`src/rtl/dncctp_sched_pkg.sv`:
```
// Shared definitions for the DNCCTP slot scheduler.
//   state_t / St*  : scheduler FSM state encoding
//   MaxCh          : widest request vector the round-robin search handles
//   rr_pick()      : round-robin winner search, first set bit strictly after ptr
package dncctp_sched_pkg;

  typedef logic [1:0] state_t;

  localparam state_t StIdle  = 2'd0;
  localparam state_t StGrant = 2'd1;
  localparam state_t StGuard = 2'd2;

  localparam int unsigned MaxCh = 32;

  // Returns the index of the first set bit of req strictly after ptr, wrapping
  // modulo nch. Returns 0 when req is empty; callers test |req separately.
  function automatic int unsigned rr_pick(input logic [MaxCh-1:0] req,
                                          input int unsigned      ptr,
                                          input int unsigned      nch);
    int unsigned win;
    int unsigned c;
    logic        found;
    win   = 0;
    found = 1'b0;
    for (int unsigned i = 1; i <= MaxCh; i++) begin
      c = (ptr + i) % nch;
      if (!found && (i <= nch) && req[c]) begin
        win   = c;
        found = 1'b1;
      end
    end
    return win;
  endfunction

endpackage

```
`src/rtl/slot_scheduler_if.sv`:
```
// Requester-side bus of the slot scheduler.
//   master : requesters / tick source (drive tick_en, req, abort)
//   slave  : the scheduler (drives grant, cur_ch, slot_start, slot_last, busy)
interface slot_scheduler_if #(
  parameter int unsigned NCH = 4
) ();

  localparam int unsigned CHW = (NCH > 1) ? $clog2(NCH) : 1;

  logic           tick_en;
  logic [NCH-1:0] req;
  logic           abort;
  logic [NCH-1:0] grant;
  logic [CHW-1:0] cur_ch;
  logic           slot_start;
  logic           slot_last;
  logic           busy;

  modport master (
    output tick_en, req, abort,
    input  grant, cur_ch, slot_start, slot_last, busy
  );

  modport slave (
    input  tick_en, req, abort,
    output grant, cur_ch, slot_start, slot_last, busy
  );

endinterface

```
`src/rtl/slot_timer.sv`:
```
// Modulo-LEN slot counter.
//   clk, rst_n : clock, synchronous active-low reset
//   en         : advance by one (wraps LEN-1 -> 0)
//   clr        : synchronous clear, wins over en
//   cnt        : current count
//   term       : combinational, cnt == LEN-1
module slot_timer #(
  parameter  int unsigned LEN = 64,
  localparam int unsigned W   = (LEN > 1) ? $clog2(LEN) : 1
) (
  input  logic         clk,
  input  logic         rst_n,
  input  logic         en,
  input  logic         clr,
  output logic [W-1:0] cnt,
  output logic         term
);

  logic [W-1:0] cnt_q;

  assign term = (cnt_q == W'(LEN - 1));
  assign cnt  = cnt_q;

  always_ff @(posedge clk) begin
    if (!rst_n || clr) begin
      cnt_q <= '0;
    end else if (en) begin
      // Explicit wrap so non-power-of-two lengths behave.
      cnt_q <= term ? '0 : cnt_q + W'(1);
    end
  end

endmodule

```
`src/rtl/slot_scheduler.sv`:
```
// Time-division scheduler sharing one tick-gated datapath among NCH requesters.
// Grants one channel for SLOT_LEN enabled ticks, waits GUARD_LEN dead cycles,
// then re-arbitrates round-robin. slot_last stands in for the counter carry-out.
//   clk, rst_n : clock, synchronous active-low reset
//   bus.tick_en    : global tick enable, slot counter advances only when high
//   bus.req        : per-channel request levels
//   bus.abort      : end the current slot early (GRANT only)
//   bus.grant      : registered one-hot grant
//   bus.cur_ch     : index of granted channel (holds when grant is 0)
//   bus.slot_start : pulse on the first grant cycle of each slot
//   bus.slot_last  : combinational, final tick of a slot
//   bus.busy       : state != IDLE
module slot_scheduler
  import dncctp_sched_pkg::*;
#(
  parameter int unsigned NCH       = 4,  // 2..MaxCh
  parameter int unsigned SLOT_LEN  = 64,
  parameter int unsigned GUARD_LEN = 2
) (
  input logic               clk,
  input logic               rst_n,
  slot_scheduler_if.slave   bus
);

  localparam int unsigned CHW       = (NCH > 1) ? $clog2(NCH) : 1;
  localparam int unsigned SW        = (SLOT_LEN > 1) ? $clog2(SLOT_LEN) : 1;
  localparam int unsigned GW        = (GUARD_LEN > 1) ? $clog2(GUARD_LEN) : 1;
  localparam int unsigned GuardLast = (GUARD_LEN > 0) ? GUARD_LEN - 1 : 0;

  state_t         state_q, state_d;
  logic [NCH-1:0] grant_q, grant_d;
  logic [CHW-1:0] cur_ch_q, cur_ch_d;
  logic [CHW-1:0] rr_q, rr_d;
  logic           slot_start_q, slot_start_d;
  logic [GW-1:0]  guard_cnt_q, guard_cnt_d;

  logic           in_grant;
  logic           slot_last;
  logic           end_slot;
  logic           timer_clr;
  logic           timer_term;
  logic [SW-1:0]  slot_cnt;

  logic [MaxCh-1:0] req_ext;
  logic [CHW-1:0]   arb_ptr;
  logic [CHW-1:0]   arb_win;
  logic             req_any;
  logic             launch;

  assign in_grant  = (state_q == StGrant);
  // Gated by rst_n so a reset cycle never emits a carry-out.
  assign slot_last = rst_n & in_grant & bus.tick_en & timer_term;
  assign end_slot  = in_grant & (slot_last | bus.abort);

  slot_timer #(
    .LEN (SLOT_LEN)
  ) u_slot_timer (
    .clk   (clk),
    .rst_n (rst_n),
    .en    (in_grant & bus.tick_en),
    .clr   (timer_clr),
    .cnt   (slot_cnt),
    .term  (timer_term)
  );

  // With GUARD_LEN == 0 the re-arbitration happens in the closing GRANT cycle,
  // before rr_q has been updated, so the pointer is taken from cur_ch_q there.
  assign arb_ptr = in_grant ? cur_ch_q : rr_q;
  assign req_ext = MaxCh'(bus.req);
  assign req_any = |bus.req;
  assign arb_win = CHW'(rr_pick(req_ext, 32'(arb_ptr), NCH));

  always_comb begin
    state_d      = state_q;
    grant_d      = grant_q;
    cur_ch_d     = cur_ch_q;
    rr_d         = rr_q;
    slot_start_d = 1'b0;
    guard_cnt_d  = guard_cnt_q;
    timer_clr    = 1'b0;
    launch       = 1'b0;

    case (state_q)
      StIdle: begin
        if (req_any) begin
          launch = 1'b1;
        end
      end

      StGrant: begin
        if (end_slot) begin
          grant_d   = '0;
          rr_d      = cur_ch_q;
          timer_clr = 1'b1;
          if (GUARD_LEN > 0) begin
            state_d     = StGuard;
            guard_cnt_d = '0;
          end else if (req_any) begin
            launch = 1'b1;
          end else begin
            state_d = StIdle;
          end
        end
      end

      StGuard: begin
        if (guard_cnt_q == GW'(GuardLast)) begin
          guard_cnt_d = '0;
          if (req_any) begin
            launch = 1'b1;
          end else begin
            state_d = StIdle;
          end
        end else begin
          guard_cnt_d = guard_cnt_q + GW'(1);
        end
      end

      default: begin
        state_d = StIdle;
        grant_d = '0;
      end
    endcase

    if (launch) begin
      state_d      = StGrant;
      grant_d      = {{(NCH-1){1'b0}}, 1'b1} << arb_win;
      cur_ch_d     = arb_win;
      slot_start_d = 1'b1;
    end
  end

  always_ff @(posedge clk) begin
    if (!rst_n) begin
      state_q      <= StIdle;
      grant_q      <= '0;
      cur_ch_q     <= '0;
      rr_q         <= CHW'(NCH - 1);  // ch0 wins first
      slot_start_q <= 1'b0;
      guard_cnt_q  <= '0;
    end else begin
      state_q      <= state_d;
      grant_q      <= grant_d;
      cur_ch_q     <= cur_ch_d;
      rr_q         <= rr_d;
      slot_start_q <= slot_start_d;
      guard_cnt_q  <= guard_cnt_d;
    end
  end

  assign bus.grant      = grant_q;
  assign bus.cur_ch     = cur_ch_q;
  assign bus.slot_start = slot_start_q;
  assign bus.slot_last  = slot_last;
  assign bus.busy       = (state_q != StIdle);

`ifndef SYNTHESIS
  // Enabled ticks seen in the current slot, restarted whenever a slot ends.
  int unsigned ticks_q;
  always_ff @(posedge clk) begin
    if (!rst_n || !in_grant || end_slot) begin
      ticks_q <= 0;
    end else if (bus.tick_en) begin
      ticks_q <= ticks_q + 1;
    end
  end

  a_grant_onehot0 : assert property (@(posedge clk) disable iff (!rst_n)
    $onehot0(grant_q));
  a_start_has_grant : assert property (@(posedge clk) disable iff (!rst_n)
    slot_start_q |-> (grant_q != '0));
  a_no_grant_in_guard : assert property (@(posedge clk) disable iff (!rst_n)
    (state_q == StGuard) |-> (grant_q == '0));
  a_last_after_len : assert property (@(posedge clk) disable iff (!rst_n)
    slot_last |-> (ticks_q == SLOT_LEN - 1));
  a_len_gives_last : assert property (@(posedge clk) disable iff (!rst_n)
    (in_grant && bus.tick_en && ticks_q == SLOT_LEN - 1) |-> slot_last);
  a_cnt_idle_zero : assert property (@(posedge clk) disable iff (!rst_n)
    !in_grant |-> (slot_cnt == '0));
`endif

endmodule

```
`src/flat_wrapper.sv`:
```
// flat-port wrapper written by rule: the top's interface ports become plain ports
module slot_scheduler_flat import dncctp_sched_pkg::*;
#(
  parameter int unsigned NCH       = 4,             
  parameter int unsigned SLOT_LEN  = 64,
  parameter int unsigned GUARD_LEN = 2
)
  (clk, rst_n, bus_tick_en, bus_req, bus_abort, bus_grant, bus_cur_ch, bus_slot_start, bus_slot_last, bus_busy);
  slot_scheduler_if #(.NCH(NCH)) bus_i ();
  input logic clk;
  input logic rst_n;
  input wire logic [$bits(bus_i.tick_en)-1:0] bus_tick_en;
  input wire logic [$bits(bus_i.req)-1:0] bus_req;
  input wire logic [$bits(bus_i.abort)-1:0] bus_abort;
  output wire logic [$bits(bus_i.grant)-1:0] bus_grant;
  output wire logic [$bits(bus_i.cur_ch)-1:0] bus_cur_ch;
  output wire logic [$bits(bus_i.slot_start)-1:0] bus_slot_start;
  output wire logic [$bits(bus_i.slot_last)-1:0] bus_slot_last;
  output wire logic [$bits(bus_i.busy)-1:0] bus_busy;
  assign bus_i.tick_en = bus_tick_en;
  assign bus_i.req = bus_req;
  assign bus_i.abort = bus_abort;
  assign bus_grant = bus_i.grant;
  assign bus_cur_ch = bus_i.cur_ch;
  assign bus_slot_start = bus_i.slot_start;
  assign bus_slot_last = bus_i.slot_last;
  assign bus_busy = bus_i.busy;
  slot_scheduler #(.NCH(NCH), .SLOT_LEN(SLOT_LEN), .GUARD_LEN(GUARD_LEN)) u_core (.clk(clk), .rst_n(rst_n), .bus(bus_i));
endmodule
```
`config.mk`:
```
export PLATFORM = sky130hd
export DESIGN_NAME = slot_scheduler_flat
export DESIGN_NICKNAME = d
export VERILOG_FILES = /design/src/rtl/dncctp_sched_pkg.sv /design/src/rtl/slot_scheduler_if.sv /design/src/rtl/slot_timer.sv /design/src/rtl/slot_scheduler.sv /design/src/flat_wrapper.sv
export SDC_FILE = /design/constraint.sdc
export NUM_CORES = 1
export LEC_CHECK = 0
export ABC_CLOCK_PERIOD_IN_PS = 1800
export CAP_MARGIN = 0
export CORE_MARGIN = 3
export CORE_UTILIZATION = 35
export DETAILED_ROUTE_END_ITERATION = 8
export GPL_TIMING_DRIVEN = 1
export PLACE_DENSITY = 0.65
export SYNTH_ARGS = -nofsm -noshare
export SYNTH_HDL_FRONTEND = slang
export SYNTH_SLANG_ARGS = --single-unit
```
`constraint.sdc`:
```
create_clock -name clk -period 1.8 [get_ports clk]
set_clock_uncertainty 0.2 [all_clocks]
set_input_delay 0.18 -clock clk [delete_from_list [all_inputs] [get_ports clk]]
set_output_delay 0.18 -clock clk [all_outputs]
set_load 0.02 [all_outputs]
```
After elaboration in Yosys (flattened, before gate mapping)
Cells that the tools add are included.
Word-level totals
  word-level logic and storage cells: 91
  output and inout bits: 9
  latch bits: 0
  RAM bits: 0
  memories kept: 0
  input port bits: 8
  register bits after elaboration: 18
  memory bits (read-only): 0
Cells by class
  multipliers: 0
  reductions and logical operators: 19
  eq/ne operators: 11
  shift operators: 1
  divide/modulo/power cells: 0
  mux-type cells: 34
  order comparisons: 4
  add/sub/neg operators: 6
  bitwise gates (word level): 8
Operators with widths (count)
  2-bit by 6-bit less-than comparator with 1-bit output (second input constant): 4
  2-bit 2-to-1 mux: 8
  1-bit 2-to-1 mux: 15
  1-bit binary-select mux with 2-bit select: 4
  4-bit 2-to-1 mux: 2
  4-bit case mux with 2 select lines: 1
  4-bit AND reduction: 2
  6-bit by 1-bit adder with 6-bit output (second input constant): 1
  6-bit equality test (second input constant): 1
  6-bit 2-to-1 mux: 1
  2-bit by 1-bit != test with 1-bit output (second input constant): 3
  3-bit != test (second input constant): 2
  2-bit case mux with 3 select lines: 1
  2-bit AND reduction: 3
  1-bit bitwise AND: 5
  2-bit by 1-bit adder with 2-bit output (second input constant): 2
  2-bit adder (second input constant): 2
  1-bit zero test: 4
  2-bit != test (second input constant): 2
  1-bit case mux with 2 select lines: 2
  2-bit nonzero test: 2
  2-bit OR reduction: 2
  4-bit OR reduction: 1
  1-bit by 2-bit << shifter with 4-bit output (first input constant): 1
  9 further kinds: 12

Longest topological paths before layout
  depth after elaboration: 17
  gate-level depth with buffers: 6
  depth with buffers taken out: 6

By module
From an unflattened synthesis, not the netlist that was laid out.
Unflattened totals
  cells, all modules: 118
  area total of the unflattened synthesis: 1018.5 sq um
By module, submodules not included
  slot_scheduler: area each 734.5 sq um, times used 1, cells each 85
  slot_timer: area each 284.0 sq um, times used 1, cells each 33

Least setup slack after synthesis
No wires, ideal clock.
  path kind: reg2reg
  start: register u_core.state_q[0]
  end: register u_core.grant_q[1] (netlist: u_core.bus.grant[1])
  arrival: 1.440 ns
  path slack: 0.028 ns
  clock period less this slack: 1.772 ns
  setup time: 0.132 ns
  stages on the path, launching flop included: 7
  path through: dfxtp_1 -> buf_2 -> and3b_1 -> a211o_1 -> a311o_1 -> nand3_2 -> a221oi_2
Between the ends
  longest elaborated chain between the ends: 17
  elaborated cells between the ends (all ways): 42
  classes of those cells: 4 x add/sub; 4 x eq/ne; 1 x shift; 19 x mux; 5 x bitwise; 9 x reduce/logical
RTL lines
  from (decl): line slot_scheduler.sv:30  | state_t state_q, state_d;
  from (signal assigned): line slot_scheduler.sv:135  | state_q <= StIdle;
  from (signal assigned): line slot_scheduler.sv:142  | state_q <= state_d;
  2-bit by 1-bit equality test with 1-bit output: line slot_scheduler.sv:50, slot_scheduler.sv:83
  2-bit 2-to-1 mux: line slot_scheduler.sv:68  | assign arb_ptr = in_grant ? cur_ch_q : rr_q;
  2-bit by 1-bit adder with 2-bit output: line dncctp_sched_pkg.sv:26  | c = (ptr + i) % nch;
  1-bit binary-select mux with 2-bit select: line dncctp_sched_pkg.sv:27  | if (!found && (i <= nch) && req[c]) begin
  1-bit 2-to-1 mux (not written as such): line dncctp_sched_pkg.sv:27
  1-bit 2-to-1 mux: line dncctp_sched_pkg.sv:27
  1-bit zero test: line dncctp_sched_pkg.sv:27
  1-bit logical AND: line dncctp_sched_pkg.sv:27
  1-bit 2-to-1 mux: line dncctp_sched_pkg.sv:27
  1-bit zero test: line dncctp_sched_pkg.sv:27
  1-bit logical AND: line dncctp_sched_pkg.sv:27
  1-bit 2-to-1 mux: line dncctp_sched_pkg.sv:27
  1-bit zero test: line dncctp_sched_pkg.sv:27
  1-bit logical AND: line dncctp_sched_pkg.sv:27
  2-bit 2-to-1 mux: line dncctp_sched_pkg.sv:27
  1-bit by 2-bit << shifter with 4-bit output: line slot_scheduler.sv:127  | grant_d = {{(NCH-1){1'b0}}, 1'b1} << arb_win;
  4-bit 2-to-1 mux: line slot_scheduler.sv:125  | if (launch) begin
  to (signal assigned): line slot_scheduler.sv:143  | grant_q <= grant_d;
  to (decl): line slot_scheduler.sv:31  | logic [NCH-1:0] grant_q, grant_d;
Parallel ways exist; a longest one is shown, timed or not. The select of a mux whose other input is x is not followed.
A chain may end at the register's enable or synchronous reset.

Worst setup path in the final report
  start: register u_core.state_q[1]
  end: register u_core.grant_q[2] (netlist: u_core.bus.grant[2])
The elaborated chain is that of the path after synthesis.

==> out/metrics.cfg <==
[layout]
n_fill_cell=240
final_layout_size_suffix_gt1_frac=0.429
final_cell_count_no_fill=198
final_common_cell=buf_4
multi_input_area_sq_um=689
layout_common_cells=buf_4 (37), dfxtp_1 (15), nor2_1 (12), clkdlybuf4s50_1 (12), nand2_1 (8)
final_nets=178
diodes=0
syn_to_final_growth_pct=60.4
regArea_sq_um=364

[synth]
synthMuxAreaShare=0.0317
synthCells=114
syn-cell-area_sq_um=986
synth_compound_area_frac=0.221
ys.flop_type=dfxtp_1
syn-num-nets=123
yosysSeqAreaShare=0.365
yosysWarnings=0
async_flop_share=0
synth-adder-area-share=0.0127
synthSimpleGateAreaFrac=0.296
synth_seq_cells=18
synth_xor_area_frac=0.0444
synth_cell_types=42
synth_top_family_by_area=simple AND/OR/NAND/NOR gates
avgSynthCellArea_sq_um=8.65
synth_edf_count=0

[detailed_routing]
drt-pass1-iter-count=4
drc=0
drtIter0Drc=21
ant_nets=0
drt-wirelength-per-cell_um=14.3
wirelength_mm=2.83
num_vias=1062
vias_per_cell=5.36

[job]
cap_viol_max_count=0

[timing]
rsz0062_at_grt=yes
setup_slack_ns=-0.0450
hold_ws_ns=0.295
hold_viol=0
fmax_ghz=0.542
tightest_slew_ns=0.388
relSlewSlack=0.739
setup_viol=5
fin_crit_sh=1.03
fin_crit_ns=1.85
slew_viol_final=0

[place]
placed_cells=190
hpwlAfterDp_mm=2.12
gp_congestion=0.819
numPortBuffers=16

[grt]
grt-ovfl-total=0
track_usage=0.170
antenna_found_initial=0
grt_max_degree=11
grt_pass1_vias=1030
grt_pass1_wl_mm=4.44

[floorplanning]
die_width_um=59.1
io-pin-count=17
design.die.area_sq_um=3490
rows=18
start_util=0.384
chipHeight_um=59.1
coreArea_sq_um=2570

[clock_tree]
cts_tree=built
clockBufferDepth=2
ctsRootBufferMaster=clkbuf_4
cts_buffers=3
postCtsHoldBufs=0
insertion_delay_ns=0.29
cts.sinks=18
htree_levels=1
path_clk_slew_ns=0.10

[critical_path]
cp_max_fo=7
start_kind=flip-flop
worstSetupPathType=flip-flop to flip-flop
r2r_slack_ns=-0.05
required_ns=1.81
critPathArrivalTime_ns=1.85
crit_path_end_kind=flip-flop

[pwr]
peakVddDrop_mv=0.455
p_per_area_nw_per_um2=754
pwr-share-seq=0.386
power_frac_clock=0.207
combPwrFrac=0.407
internal-power_uw=804
switching_share=0.325
p_switching_uw=388
p_leak_nw=0.661

[run_status]
status=complete, but fails checks
violations=setup timing

[worst_hold_path]
min_path_type=flip-flop to flip-flop

==> sequential cells by signal, indices dropped and copies added, names as in the netlist <==
signal,flops
u_core.rr_q,2
u_core.u_slot_timer.cnt,6
u_core.state_q,2
u_core.bus.slot_start,1
u_core.bus.grant,4
u_core.bus.cur_ch,2
u_core.guard_cnt_q,1
==> final cells by class <==
cell class                 instances  share of cell area
tap                               30              0.0237
multi-input combinational         89               0.436
clock buffer                       4              0.0229
inverter                           4             0.00949
sequential                        18               0.230
timing repair buffer              53               0.278
==> metrics by stage <==
stage	power (mW)	setup TNS [ns]	util	setup slack (ns)	cell area, sq um
3_5_place_dp	0.897	-2.48	0.552	-0.260	1420
4_1_cts	1.16	-0.306	0.574	-0.0953	1470
2_1_floorplan	0.689	0	-	0.0281	986
3_3_place_gp	0.887	-2.30	0.552	-0.246	1420
5_1_grt	1.26	-0.519	0.616	-0.104	1580
6_report	1.19	-0.124	0.616	-0.0450	1580
==> power groups by stage <==
stage | Sequential (mW) | Clock [mW] | Combinational, mW
2_1_floorplan | 0.494 | 0 | 0.194
3_3_place_gp | 0.463 | 0 | 0.424
3_5_place_dp | 0.464 | 0 | 0.433
4_1_cts | 0.457 | 0.256 | 0.444
5_1_grt | 0.464 | 0.279 | 0.522
6_report | 0.460 | 0.247 | 0.485
==> what timing repair did <==
| item | in CTS | in global routing |
|---|---|---|
| pin swaps | 7 | 10 |
| setup endpoints to repair | 8 | 17 |
| buffers inserted | 0 | 4 |
| resized for setup | 17 | 18 |
==> worst paths after layout <==
kind,cells past startpoint,startpoint,to
setup / recovery,6,u_core.state_q[1],u_core.bus.grant[2]
hold / removal,2,u_core.bus.grant[1],u_core.bus.grant[1]
setup reg to reg,6,u_core.state_q[1],u_core.bus.grant[2]
hold reg to reg,2,u_core.bus.grant[1],u_core.bus.grant[1]
==> cells in the mapped netlist (3+ instances only) <==
cell | count | area [sq um]
o21ai_0 | 3 | 15.0
a21oi_1 | 10 | 50.1
inv_1 | 3 | 11.3
nor2_1 | 13 | 48.8
dfxtp_1 | 18 | 360
nor2b_1 | 3 | 18.8
xor2_1 | 4 | 35.0
a211o_1 | 3 | 26.3
nand2_1 | 8 | 30.0
nand3_1 | 8 | 40.0
==> cells by family (layout without fill, tap and decap cells) <==
logic type | count (synthesis) | after routing
AND/OR/NAND/NOR | 52 | 52
AO/OA/AOI/OAI | 28 | 28
flip-flops | 18 | 18
buffers and inverters | 7 | 61
XOR/XNOR | 5 | 5
multiplexers | 3 | 3
adder cells (fa/ha/maj) | 1 | 1
==> routing by layer <==
| layer | global-route usage | routed length, um | up-vias |
|---|---|---|---|
| met3 | 0.0261 | 125 | 2 |
| met1 | 0.195 | 1240 | 501 |
| met2 | 0.312 | 1440 | 30 |
| li1 | - | - | 529 |
| met5 | 0 | 0 | - |
| met4 | 0.0647 | 17 | 0 |
==> worst max-delay path, stage by stage (launching register included) <==
cell      delay (ns)
dfxtp_2         0.34
buf_6           0.12
or3b_4          0.40
o211ai_1        0.12
a221oi_2        0.10
a211o_1         0.28
o31ai_1         0.20
Power figures use the tool's default switching activity.
